==> src/rtl/add_serial_if.sv <==
// Handshake bundle for add_serial: operand request channel and result channel.
// With ADD_SERIAL_OVF_EN defined the bundle also carries the signed-overflow flag.
interface add_serial_if #(
    parameter int WIDTH = 8
);
    logic             in_valid;
    logic             in_ready;
    logic [WIDTH-1:0] a;
    logic [WIDTH-1:0] b;
    logic             c_in;
    logic             out_valid;
    logic             out_ready;
    logic [WIDTH-1:0] sum;
    logic             c_out;
    logic             busy;
`ifdef ADD_SERIAL_OVF_EN
    logic             ovf;

    modport master (
        output in_valid, a, b, c_in, out_ready,
        input  in_ready, out_valid, sum, c_out, busy, ovf
    );
    modport slave (
        input  in_valid, a, b, c_in, out_ready,
        output in_ready, out_valid, sum, c_out, busy, ovf
    );
`else
    modport master (
        output in_valid, a, b, c_in, out_ready,
        input  in_ready, out_valid, sum, c_out, busy
    );
    modport slave (
        input  in_valid, a, b, c_in, out_ready,
        output in_ready, out_valid, sum, c_out, busy
    );
`endif
endinterface

==> src/rtl/add_serial.sv <==
// Digit-serial adder: WIDTH-bit a+b+c_in, DIGIT bits per clock, LSB digit first.
// Optional macro ADD_SERIAL_OVF_EN adds a registered two's-complement overflow flag.
module add_serial #(
    parameter int WIDTH = 8,
    parameter int DIGIT = 2
) (
    input  logic         clk,
    input  logic         rst_n,
    add_serial_if.slave  bus
);
    localparam int N  = WIDTH / DIGIT;
    localparam int CW = (N > 1) ? $clog2(N) : 1;

    localparam logic [1:0] S_IDLE = 2'd0;
    localparam logic [1:0] S_RUN  = 2'd1;
    localparam logic [1:0] S_DONE = 2'd2;

    logic [1:0]       state_q, state_d;
    logic [WIDTH-1:0] a_q, a_d;
    logic [WIDTH-1:0] b_q, b_d;
    logic             carry_q, carry_d;
    logic [CW-1:0]    cnt_q, cnt_d;
    logic [WIDTH-1:0] acc_q, acc_d;
    logic [WIDTH-1:0] sum_q, sum_d;
    logic             cout_q, cout_d;
`ifdef ADD_SERIAL_OVF_EN
    logic             ovf_q, ovf_d;
`endif

    int               base;
    logic [DIGIT:0]   dig;
    logic [WIDTH-1:0] acc_step;

    function automatic logic [DIGIT:0] digit_add(input logic [DIGIT-1:0] x,
                                                 input logic [DIGIT-1:0] y,
                                                 input logic             ci);
        return {1'b0, x} + {1'b0, y} + {{DIGIT{1'b0}}, ci};
    endfunction

    always_comb begin
        state_d  = state_q;
        a_d      = a_q;
        b_d      = b_q;
        carry_d  = carry_q;
        cnt_d    = cnt_q;
        acc_d    = acc_q;
        sum_d    = sum_q;
        cout_d   = cout_q;
`ifdef ADD_SERIAL_OVF_EN
        ovf_d    = ovf_q;
`endif
        base     = int'(cnt_q) * DIGIT;
        dig      = digit_add(a_q[base +: DIGIT], b_q[base +: DIGIT], carry_q);
        acc_step = acc_q;
        acc_step[base +: DIGIT] = dig[DIGIT-1:0];

        case (state_q)
            S_IDLE: begin
                if (bus.in_valid) begin
                    a_d     = bus.a;
                    b_d     = bus.b;
                    carry_d = bus.c_in;
                    cnt_d   = '0;
                    state_d = S_RUN;
                end
            end
            S_RUN: begin
                acc_d   = acc_step;
                carry_d = dig[DIGIT];
                // The counter stops on the last step so it never wraps.
                if (cnt_q == CW'(N - 1)) begin
                    sum_d   = acc_step;
                    cout_d  = dig[DIGIT];
`ifdef ADD_SERIAL_OVF_EN
                    ovf_d   = a_q[WIDTH-1] ^ b_q[WIDTH-1] ^ acc_step[WIDTH-1] ^ dig[DIGIT];
`endif
                    state_d = S_DONE;
                end else begin
                    cnt_d = cnt_q + CW'(1);
                end
            end
            S_DONE: begin
                if (bus.out_ready) state_d = S_IDLE;
            end
            default: state_d = S_IDLE;
        endcase
    end

    always_ff @(posedge clk or negedge rst_n) begin
        if (!rst_n) begin
            state_q <= S_IDLE;
            a_q     <= '0;
            b_q     <= '0;
            carry_q <= 1'b0;
            cnt_q   <= '0;
            acc_q   <= '0;
            sum_q   <= '0;
            cout_q  <= 1'b0;
`ifdef ADD_SERIAL_OVF_EN
            ovf_q   <= 1'b0;
`endif
        end else begin
            state_q <= state_d;
            a_q     <= a_d;
            b_q     <= b_d;
            carry_q <= carry_d;
            cnt_q   <= cnt_d;
            acc_q   <= acc_d;
            sum_q   <= sum_d;
            cout_q  <= cout_d;
`ifdef ADD_SERIAL_OVF_EN
            ovf_q   <= ovf_d;
`endif
        end
    end

    assign bus.in_ready  = (state_q == S_IDLE);
    assign bus.out_valid = (state_q == S_DONE);
    assign bus.busy      = (state_q != S_IDLE);
    assign bus.sum       = sum_q;
    assign bus.c_out     = cout_q;
`ifdef ADD_SERIAL_OVF_EN
    assign bus.ovf       = ovf_q;
`endif
endmodule

==> src/flat_wrapper.sv <==
// flat-port wrapper written by rule: the top's interface ports become plain ports
module add_serial_flat 
#(
    parameter int WIDTH = 8,
    parameter int DIGIT = 2
)
  (clk, rst_n, bus_in_valid, bus_a, bus_b, bus_c_in, bus_out_ready, bus_in_ready, bus_out_valid, bus_sum, bus_c_out, bus_busy);
  add_serial_if #(.WIDTH(WIDTH)) bus_i ();
  input  logic clk;
  input  logic rst_n;
  input wire logic [$bits(bus_i.in_valid)-1:0] bus_in_valid;
  input wire logic [$bits(bus_i.a)-1:0] bus_a;
  input wire logic [$bits(bus_i.b)-1:0] bus_b;
  input wire logic [$bits(bus_i.c_in)-1:0] bus_c_in;
  input wire logic [$bits(bus_i.out_ready)-1:0] bus_out_ready;
  output wire logic [$bits(bus_i.in_ready)-1:0] bus_in_ready;
  output wire logic [$bits(bus_i.out_valid)-1:0] bus_out_valid;
  output wire logic [$bits(bus_i.sum)-1:0] bus_sum;
  output wire logic [$bits(bus_i.c_out)-1:0] bus_c_out;
  output wire logic [$bits(bus_i.busy)-1:0] bus_busy;
  assign bus_i.in_valid = bus_in_valid;
  assign bus_i.a = bus_a;
  assign bus_i.b = bus_b;
  assign bus_i.c_in = bus_c_in;
  assign bus_i.out_ready = bus_out_ready;
  assign bus_in_ready = bus_i.in_ready;
  assign bus_out_valid = bus_i.out_valid;
  assign bus_sum = bus_i.sum;
  assign bus_c_out = bus_i.c_out;
  assign bus_busy = bus_i.busy;
  add_serial #(.WIDTH(WIDTH), .DIGIT(DIGIT)) u_core (.clk(clk), .rst_n(rst_n), .bus(bus_i));
endmodule
==> config.mk <==
export PLATFORM = sky130hd
export DESIGN_NAME = add_serial_flat
export DESIGN_NICKNAME = d
export VERILOG_FILES = /design/src/rtl/add_serial_if.sv /design/src/rtl/add_serial.sv /design/src/flat_wrapper.sv
export SDC_FILE = /design/constraint.sdc
export NUM_CORES = 1
export LEC_CHECK = 0
export ABC_AREA = 0
export CAP_MARGIN = 20
export CORE_ASPECT_RATIO = 0.5
export CORE_UTILIZATION = 45
export CTS_CLUSTER_DIAMETER = 60
export DETAILED_ROUTE_END_ITERATION = 6
export GPL_TIMING_DRIVEN = 0
export PLACE_DENSITY_LB_ADDON = 0.08
export SLEW_MARGIN = 20
export SYNTH_ARGS = -nofsm -noshare
export SYNTH_HDL_FRONTEND = slang
export SYNTH_SLANG_ARGS = --single-unit
==> constraint.sdc <==
create_clock -name clk -period 3.2 [get_ports clk]
set_input_delay 0.64 -clock clk [delete_from_list [all_inputs] [get_ports clk]]
set_output_delay 0.64 -clock clk [all_outputs]
set_load 0.02 [all_outputs]
Word-level counts from Yosys, hierarchy flattened
Index checks and enable logic that the tools add are counted.
{ "totals": {"wordCells": 41, "ff_bits": 38, "mem_bits_ro": 0, "ramBits": 0, "input_bits": 21, "n_memories": 0, "latch_bits": 0} }
{ "classes": {"n_addsub": 4, "n_mux": 10, "eq_ne": 7, "div_mod_pow": 0, "order_cmp": 0, "shifts": 4, "reduce_logical": 8, "mul": 0, "n_bitwise": 0} }
{ "op_table": {"columns": ["cell", "count"], "rows": [
  ["negation 3 -> 33 bit", 1],
  ["variable shift 2 x 33 -> 8 bit, first input constant", 1],
  ["variable part select 2 x 33 -> 8 bit", 1],
  ["variable part select 8 x 4 -> 2 bit", 2],
  ["2-to-1 mux 2 bit", 5],
  ["bitwise mux 8 bit", 1],
  ["inequality test 2 bit, second input constant", 3],
  ["one-hot mux 2 bit (3 select lines)", 1],
  ["AND reduction 2 bit", 3],
  ["AND reduction 3 bit", 2],
  ["equality test 2 bit, second input constant", 2],
  ["one-hot mux 2 bit (2 select lines)", 1],
  ["nonzero test 2 bit", 2],
  ["adder 2 x 2 -> 3 bit", 1],
  ["adder 3 x 1 -> 3 bit", 1],
  ["adder 2 x 1 -> 2 bit, second input constant", 1],
  ["equality test 2 x 1 -> 1 bit, second input constant", 1],
  ["logical NOT 2 bit", 1],
  ["inequality test 2 x 1 -> 1 bit, second input constant", 1],
  ["one-hot mux 1 bit (2 select lines)", 1],
  ["2-to-1 mux 1 bit", 1]
]} }

Logic depth before layout (Yosys ltp)
Gate-level depths: netlist of the first run.
{ "logic_depth": {"ltp_word": 5, "mapped_depth": 7} }

Worst setup path before layout of the first run
OpenSTA, ideal clock, no wires.
{ "synth_path": {"kind": "register to register", "start": "reg u_core.cnt_q[0]", "end": "reg u_core.acc_q[5]", "path_buffers": 1, "required_ns": 3.079, "arrival_ns": 2.494, "stages_incl_launch_ff": 8, "setup_slack_ns": 0.585, "synth_period_minus_slack_ns": 2.615, "path_cell_list": "dfrtp_1 buf_4 mux4_2 fa_1 fa_1 nor2b_1 and2_1 a22o_1"} }
{ "synth_via": {"elab_chain_len": 5} }
{ "synth_rtl": {"columns": ["element", "line", "source"], "rows": [
  ["start: declaration", "add_serial.sv:22", "logic [CW-1:0] cnt_q, cnt_d;"],
  ["start signal: assignment", "add_serial.sv:107", "cnt_q <= cnt_d;"],
  ["variable part select 8 x 4 -> 2 bit", "add_serial.sv:53", "dig = digit_add(a_q[base +: DIGIT], b_q[base +: DIGIT], carry_q);"],
  ["adder 2 x 2 -> 3 bit", "add_serial.sv:37", "return {1'b0, x} + {1'b0, y} + {{DIGIT{1'b0}}, ci};"],
  ["adder 3 x 1 -> 3 bit", "add_serial.sv:37", null],
  ["variable part select 2 x 33 -> 8 bit", "add_serial.sv:55", "acc_step[base +: DIGIT] = dig[DIGIT-1:0];"],
  ["bitwise mux 8 bit (*)", "add_serial.sv:55", null],
  ["end signal: assignment", "add_serial.sv:96", "acc_q <= '0;"],
  ["end signal: assignment", "add_serial.sv:108", "acc_q <= acc_d;"],
  ["end: declaration", "add_serial.sv:23", "logic [WIDTH-1:0] acc_q, acc_d;"]
]} }
Every way passes the cells marked *; elsewhere a longest branch is shown, timed or not.
A chain may end at the register's enable or synchronous reset.

Worst setup path in the final report of the first run
{ "layout_path": {"start": "reg u_core.cnt_q[0]", "end": "reg u_core.acc_q[3]"} }
Same word-level chain as after synthesis.

==> impl_metrics.yaml, run 1 <==
run_status:
  run_status: "finished, final reports clean"
detailed_routing:
  vias_per_cell: 5.12
  first_pass_iters: 4
  postRouteAntennaNets: 0
  drt_iter0_drc: 27
  post_drt_wl_per_cell_um: 14.3
  wl_um: 3350
  num_vias: 1197
  drc: 0
final_layout:
  fin_nets: 212
  area_delta_synth_final_pct: 26.2
  fill_cells: 291
  drive_gt1_share_pct: 21.3
  n_antenna_cell: 0
  final_util_pct: 63.5
worst_setup_path:
  crit_fanout: 10
  worst_ep_arrival_time_ns: 3.11
  required_ns: 3.42
  worstPathCellList: "buf_4 -> mux4_2 -> fa_1 -> fa_1 -> nor2b_1 -> and2_1 -> a22o_1"
  cpMostUsedCell: "fa_1"
  critPathKind: "flop to flop"
  slowest_delay_ns: 0.54
  startpoint_type: "flop"
  worstSetupEndpointType: "flop"
  slowest_stage: "mux4_2"
clock_network:
  cts_tree: "yes"
  clk_pin_slew_ns: 0.07
  hold_buffers: 0
  cts_max_level: 2
  cts_resized: 0
  post_cts_buffers: 0
  clk_path_buf_depth: 2
  clk_latency_ns: 0.28
  cts_buffers: 5
  clkSinkCount: 38
  cts_root_buf: "clkbuf_8"
power_and_ir_drop:
  internal-power_w: 0.00155
  power_frac_comb_pct: 53.3
  power_leakage_nw: 1.02
  clock_power_share_pct: 12.2
  ir_worst_vdd_uv: 458
  netSwitchingPower_w: 0.000950
  p_sw_share_pct: 38.0
  p_seq_share_pct: 34.5
  p_per_area_nw_per_um2: 1080
global_routing:
  grt_max_degree: 22
  grtUsageMet1_pct: 23.9
  grt_pass1_vias: 1200
  antenna_found_initial: 0
  overflow: 0
  grt_busiest_layer: "met2"
  met2_usage_pct: 29.3
  grtUsageTotal_pct: 18.2
  grt_pass1_wl_um: 5730
  grt_use_met3_pct: 5.83
placement:
  port_buffers: 32
  gp_congestion: 0.759
  hpwl_um: 2540
  dp_slack_ns: 0.285
synth:
  synth_area_sq_um: 1840
  async_flop_share_pct: 100
  yosysTopAreaCell: "dfrtp_1"
  yosysWarnings: 0
  synth-seq-area-share_pct: 51.6
  synth_cell_types: 28
  synth_most_common_cell: "dfrtp_1"
  synth_edf_count: 0
  synth_fp_nets: 172
  synth-seq-cells: 38
  synth_top_area_share_pct: 51.6
  syn_avg_cell_area_sq_um: 12.9
  syn_inst: 143
  synth_ff_type: "dfrtp_1"
  synthTopCellsByCount: "dfrtp_1 (38), mux2_2 (18), a21oi_1 (17), nor2b_1 (10)"
  synth.top_cells.by_area: "dfrtp_1 (52%), mux2_2 (11%), mux4_2 (4.9%)"
timing:
  worst_pin_slew_ns: 0.482
  fin_ws_ns: 0.307
  fin_setup_tns_ns: 0
  fin_crit_sh_pct: 90.4
  fin_skew_ns: 0.00330
  relSlewSlack_pct: 67.9
  final-hold-violation-count: 0
  grt_setup_unrepaired: "no"
  max_freq_ghz: 0.346
  period_needed_ns: 2.89
  maxSlewViolCount: 0
  setup_violations: 0
floorplan:
  die-area_sq_um: 4370
  start_util_pct: 50.3
  row_count: 15
  die_w_um: 92.5
  core_sq_um: 3660
  ioPinCount: 33
  dieHeight_um: 47.2
job:
  cap_violations: 0
worst_hold_path:
  hold_class: "primary input to async pin"
==> power groups by stage <==
stage	clock network, W	registers, W	logic (W)
final	0.000305	0.000863	0.00133
after detailed placement	0	0.000873	0.00134
after floorplan	0	0.000902	0.000878
after global placement	0	0.000862	0.00131
after global routing	0.000339	0.000897	0.00146
after CTS	0.000315	0.000863	0.00134
==> worst paths after layout <==
path                            startpoint              end  slack, ns  depth (start not counted)
setup / recovery           u_core.cnt_q[0]  u_core.acc_q[3]       0.31                          7
max in group asynchronous            rst_n    u_core.b_q[4]       2.45                          2
hold reg to reg            u_core.acc_q[3]  u_core.acc_q[3]       0.50                          1
hold / removal                       rst_n  u_core.acc_q[4]       0.30                          1
min in group clk           u_core.acc_q[3]  u_core.acc_q[3]       0.50                          1
setup reg to reg           u_core.cnt_q[0]  u_core.acc_q[3]       0.31                          7
==> state kept, by name (all words and copies together), names as in the netlist <==
register,flops
u_core.a_q,8
u_core.acc_q,8
u_core.b_q,8
u_core.bus.c_out,1
u_core.bus.sum,8
u_core.carry_q,1
u_core.cnt_q,2
u_core.state_q,2
==> routing by layer <==
layer / routed length, um / up-vias
met5: 0 / -
met4: 19 / 0
met3: 127 / 2
met2: 1440 / 24
met1: 1760 / 590
li1: - / 581
==> layout make-up <==
cell class	instances	area, sq um	area share (%)
flip-flops and latches	38	951	40.9
multi-input cells	96	831	35.7
repair buffers	33	343	14.7
well taps	51	63.8	2.74
plain buffers	4	41.3	1.78
clock buffers	7	76.3	3.28
inverters	5	18.8	0.807
==> cell families after synthesis <==
group | after synthesis | synth area share [%]
AO/OA/AOI/OAI | 28 | 9.85
adder cells (fa/ha/maj) | 8 | 6.25
buffers and inverters | 9 | 3.26
flip-flops | 38 | 51.6
multiplexers | 22 | 15.9
AND/OR/NAND/NOR | 38 | 13.1
==> worst max-delay path: cells and delay by family (launching register included) <==
| family | cells | cell delay [ns] |
|---|---|---|
| DFF | 1 | 0.40 |
| adders and majority gates | 2 | 0.96 |
| buffers and inverters | 1 | 0.22 |
| and+or+nand+nor | 2 | 0.57 |
| muxes | 1 | 0.54 |
| AOI/OAI and AO/OA | 1 | 0.15 |
==> through the flow <==
stage	power, W	instances	instance area (sq um)	hold WS (ns)
finish	0.00250	234	2320	0.297
global route	0.00270	234	2320	0.317
CTS	0.00252	234	2320	0.303
detailed placement	0.00222	227	2250	0.480
global placement	0.00217	226	2230	0.477
floorplan	0.00178	143	1840	0.344
==> cell usage in the layout, fill, tap and decap left out, drive strengths merged, types with 3 or more instances in the layout <==
| cell type | n |
|---|---|
| and3b | 3 |
| a22o | 9 |
| mux4 | 4 |
| inv | 5 |
| ha | 6 |
| and2 | 3 |
| clkdlybuf4s50 | 31 |
| mux2 | 18 |
| nand2 | 4 |
| buf | 6 |
| clkbuf | 7 |
| a21oi | 17 |
| nor2 | 9 |
| dfrtp | 38 |
| nor2b | 10 |
(Power assumes the default switching activity.)
==> inputs of run 2 (changes only) <==
--- a/config.mk
+++ b/config.mk
@@ -9,6 +9,7 @@
 export CAP_MARGIN = 20
 export CORE_ASPECT_RATIO = 0.5
 export CORE_UTILIZATION = 45
+export CTS_BUF_LIST = sky130_fd_sc_hd__clkbuf_8
 export CTS_CLUSTER_DIAMETER = 60
 export DETAILED_ROUTE_END_ITERATION = 6
 export GPL_TIMING_DRIVEN = 0
==> run 2 against run 1 <==
Largest cell class unchanged. Setup slack hardly changed. Final cell count stayed put. Die area stayed put. Non-clock buffer count stayed put. Sequential share of layout area stayed put. Highest routed layer unchanged. Critical endpoint unchanged. Critical path depth stayed put. Clock power is 2% lower. Via count hardly changed. Final area stayed put.
==> impl_metrics.yaml, run 2 (synthesis results as in run 1) <==
run_status:
  run_status: "finished, final reports clean"
worst_setup_path:
  worstPathCellList: "buf_4 -> mux4_2 -> fa_1 -> fa_1 -> nor2b_1 -> and2_1 -> a22o_1"
  rr_endpoint: "u_core.acc_q[3]"
  critPathKind: "flop to flop"
  ff2ff_setup_slack_ns: 0.31
  worstSetupEndpointType: "flop"
  crit_fanout: 10
  slowest_delay_ns: 0.54
  startpoint_type: "flop"
  worstRegToRegCells: 7
  required_ns: 3.42
  slowest_stage: "mux4_2"
  worst_ep_arrival_time_ns: 3.11
  reg2reg_from: "u_core.cnt_q[0]"
  cpMostUsedCell: "fa_1"
final_layout:
  final_util_pct: 63.5
  finalNonFillerCells: 234
  seq_area_sq_um: 951
  drive_gt1_share_pct: 21.3
  area_delta_synth_final_pct: 26.2
  multi_input_area_sq_um: 831
  fill_cells: 291
  final_cell_mix: "dfrtp_1 (38), clkdlybuf4s50_1 (31), mux2_2 (18), a21oi_1 (17), nor2b_1 (10)"
  fin_nets: 212
  final_common_cell: "dfrtp_1"
  n_antenna_cell: 0
detailed_routing:
  first_pass_iters: 4
  postRouteAntennaNets: 0
  num_vias: 1198
  wl_um: 3350
  vias_per_cell: 5.12
  drt_iter0_drc: 26
  drc: 0
  post_drt_wl_per_cell_um: 14.3
power_and_ir_drop:
  p_seq_share_pct: 34.6
  p_sw_share_pct: 38.1
  internal-power_w: 0.00155
  ir_worst_vdd_uv: 456
  power_frac_comb_pct: 53.5
  power_leakage_nw: 1.03
  p_per_area_nw_per_um2: 1070
  netSwitchingPower_w: 0.000950
  clock_power_share_pct: 11.9
clock_network:
  cts_max_level: 2
  clk_path_buf_depth: 2
  clk_pin_slew_ns: 0.07
  clkSinkCount: 38
  hold_buffers: 0
  post_cts_buffers: 0
  cts_root_buf: "clkbuf_8"
  cts_buffers: 5
  clk_latency_ns: 0.28
  cts_tree: "yes"
  cts_resized: 0
floorplan:
  dieHeight_um: 47.2
  ioPinCount: 33
  die-area_sq_um: 4370
  core_sq_um: 3660
  start_util_pct: 50.3
  row_count: 15
  die_w_um: 92.5
job:
  cap_violations: 0
global_routing:
  grt_pass1_vias: 1200
  grt_pass1_wl_um: 5730
  grt_max_degree: 22
  overflow: 0
  antenna_found_initial: 0
  grtUsageTotal_pct: 18.2
timing:
  max_freq_ghz: 0.346
  maxSlewViolCount: 0
  fin_ws_ns: 0.307
  worst_pin_slew_ns: 0.482
  grt_setup_unrepaired: "no"
  fin_setup_tns_ns: 0
  fin_crit_sh_pct: 90.4
  period_needed_ns: 2.89
  setup_violations: 0
  relSlewSlack_pct: 67.9
  fin_skew_ns: 0.00318
  final-hold-violation-count: 0
placement:
  hpwl_um: 2540
  dp_cells: 227
  gp_congestion: 0.759
  dp_slack_ns: 0.285
  port_buffers: 32
worst_hold_path:
  hold_class: "primary input to async pin"
==> run 2: cell types whose count changed in the layout (fill, tap and decap cells not counted), sizes merged <==
cell and delta:
clkbuf -2, inv +2
==> run 2: layout make-up <==
type,count,area share (%)
Sequential cell,38,40.9
Timing Repair Buffer,33,14.7
Clock buffer,5,2.96
Tap cell,51,2.74
Clock inverter,2,0.323
Buffer,4,1.78
Multi-Input combinational cell,96,35.7
Inverter,5,0.807
==> run 2: critical path: cells and delay by family (launching register included) <==
kind                       cells  cell delay [ns]
AOI/OAI and AO/OA              1             0.15
DFF                            1             0.40
buffers and inverters          1             0.22
and+or+nand+nor                2             0.57
muxes                          1             0.54
adders and majority gates      2             0.96
==> run 2: routing by layer <==
layer	vias up	share of wire, %	global-route usage (%)
li1	581	-	-
met1	591	52	23.9
met2	24	43	29.3
met3	2	3.8	5.83
met4	0	0.57	6.56
met5	-	0	0
==> run 2: how the worst max path moves through the flow <==
stage	startpoint	end	slack (ns)	cells after the start
CTS	u_core.cnt_q[0]	u_core.acc_q[7]	0.29	7
global route	u_core.cnt_q[0]	u_core.acc_q[5]	0.12	7
floorplan	u_core.cnt_q[0]	u_core.acc_q[5]	0.59	7
detailed placement	u_core.cnt_q[0]	u_core.acc_q[7]	0.29	7
global placement	u_core.cnt_q[0]	u_core.acc_q[5]	0.32	7
finish	u_core.cnt_q[0]	u_core.acc_q[3]	0.31	7
==> run 2: power groups by stage <==
stage | clock (W) | sequential, W | combinational (W)
floorplan | 0 | 0.000902 | 0.000878
global placement | 0 | 0.000862 | 0.00131
detailed placement | 0 | 0.000873 | 0.00134
CTS | 0.000309 | 0.000864 | 0.00134
global route | 0.000333 | 0.000897 | 0.00146
finish | 0.000298 | 0.000863 | 0.00133
==> run 2: metrics by stage <==
step | hold slack [ns] | area (sq um) | power [W]
3_3_place_gp | 0.477 | 2230 | 0.00217
3_5_place_dp | 0.480 | 2250 | 0.00222
5_1_grt | 0.317 | 2320 | 0.00269
4_1_cts | 0.303 | 2320 | 0.00251
2_1_floorplan | 0.344 | 1840 | 0.00178
6_report | 0.297 | 2320 | 0.00250
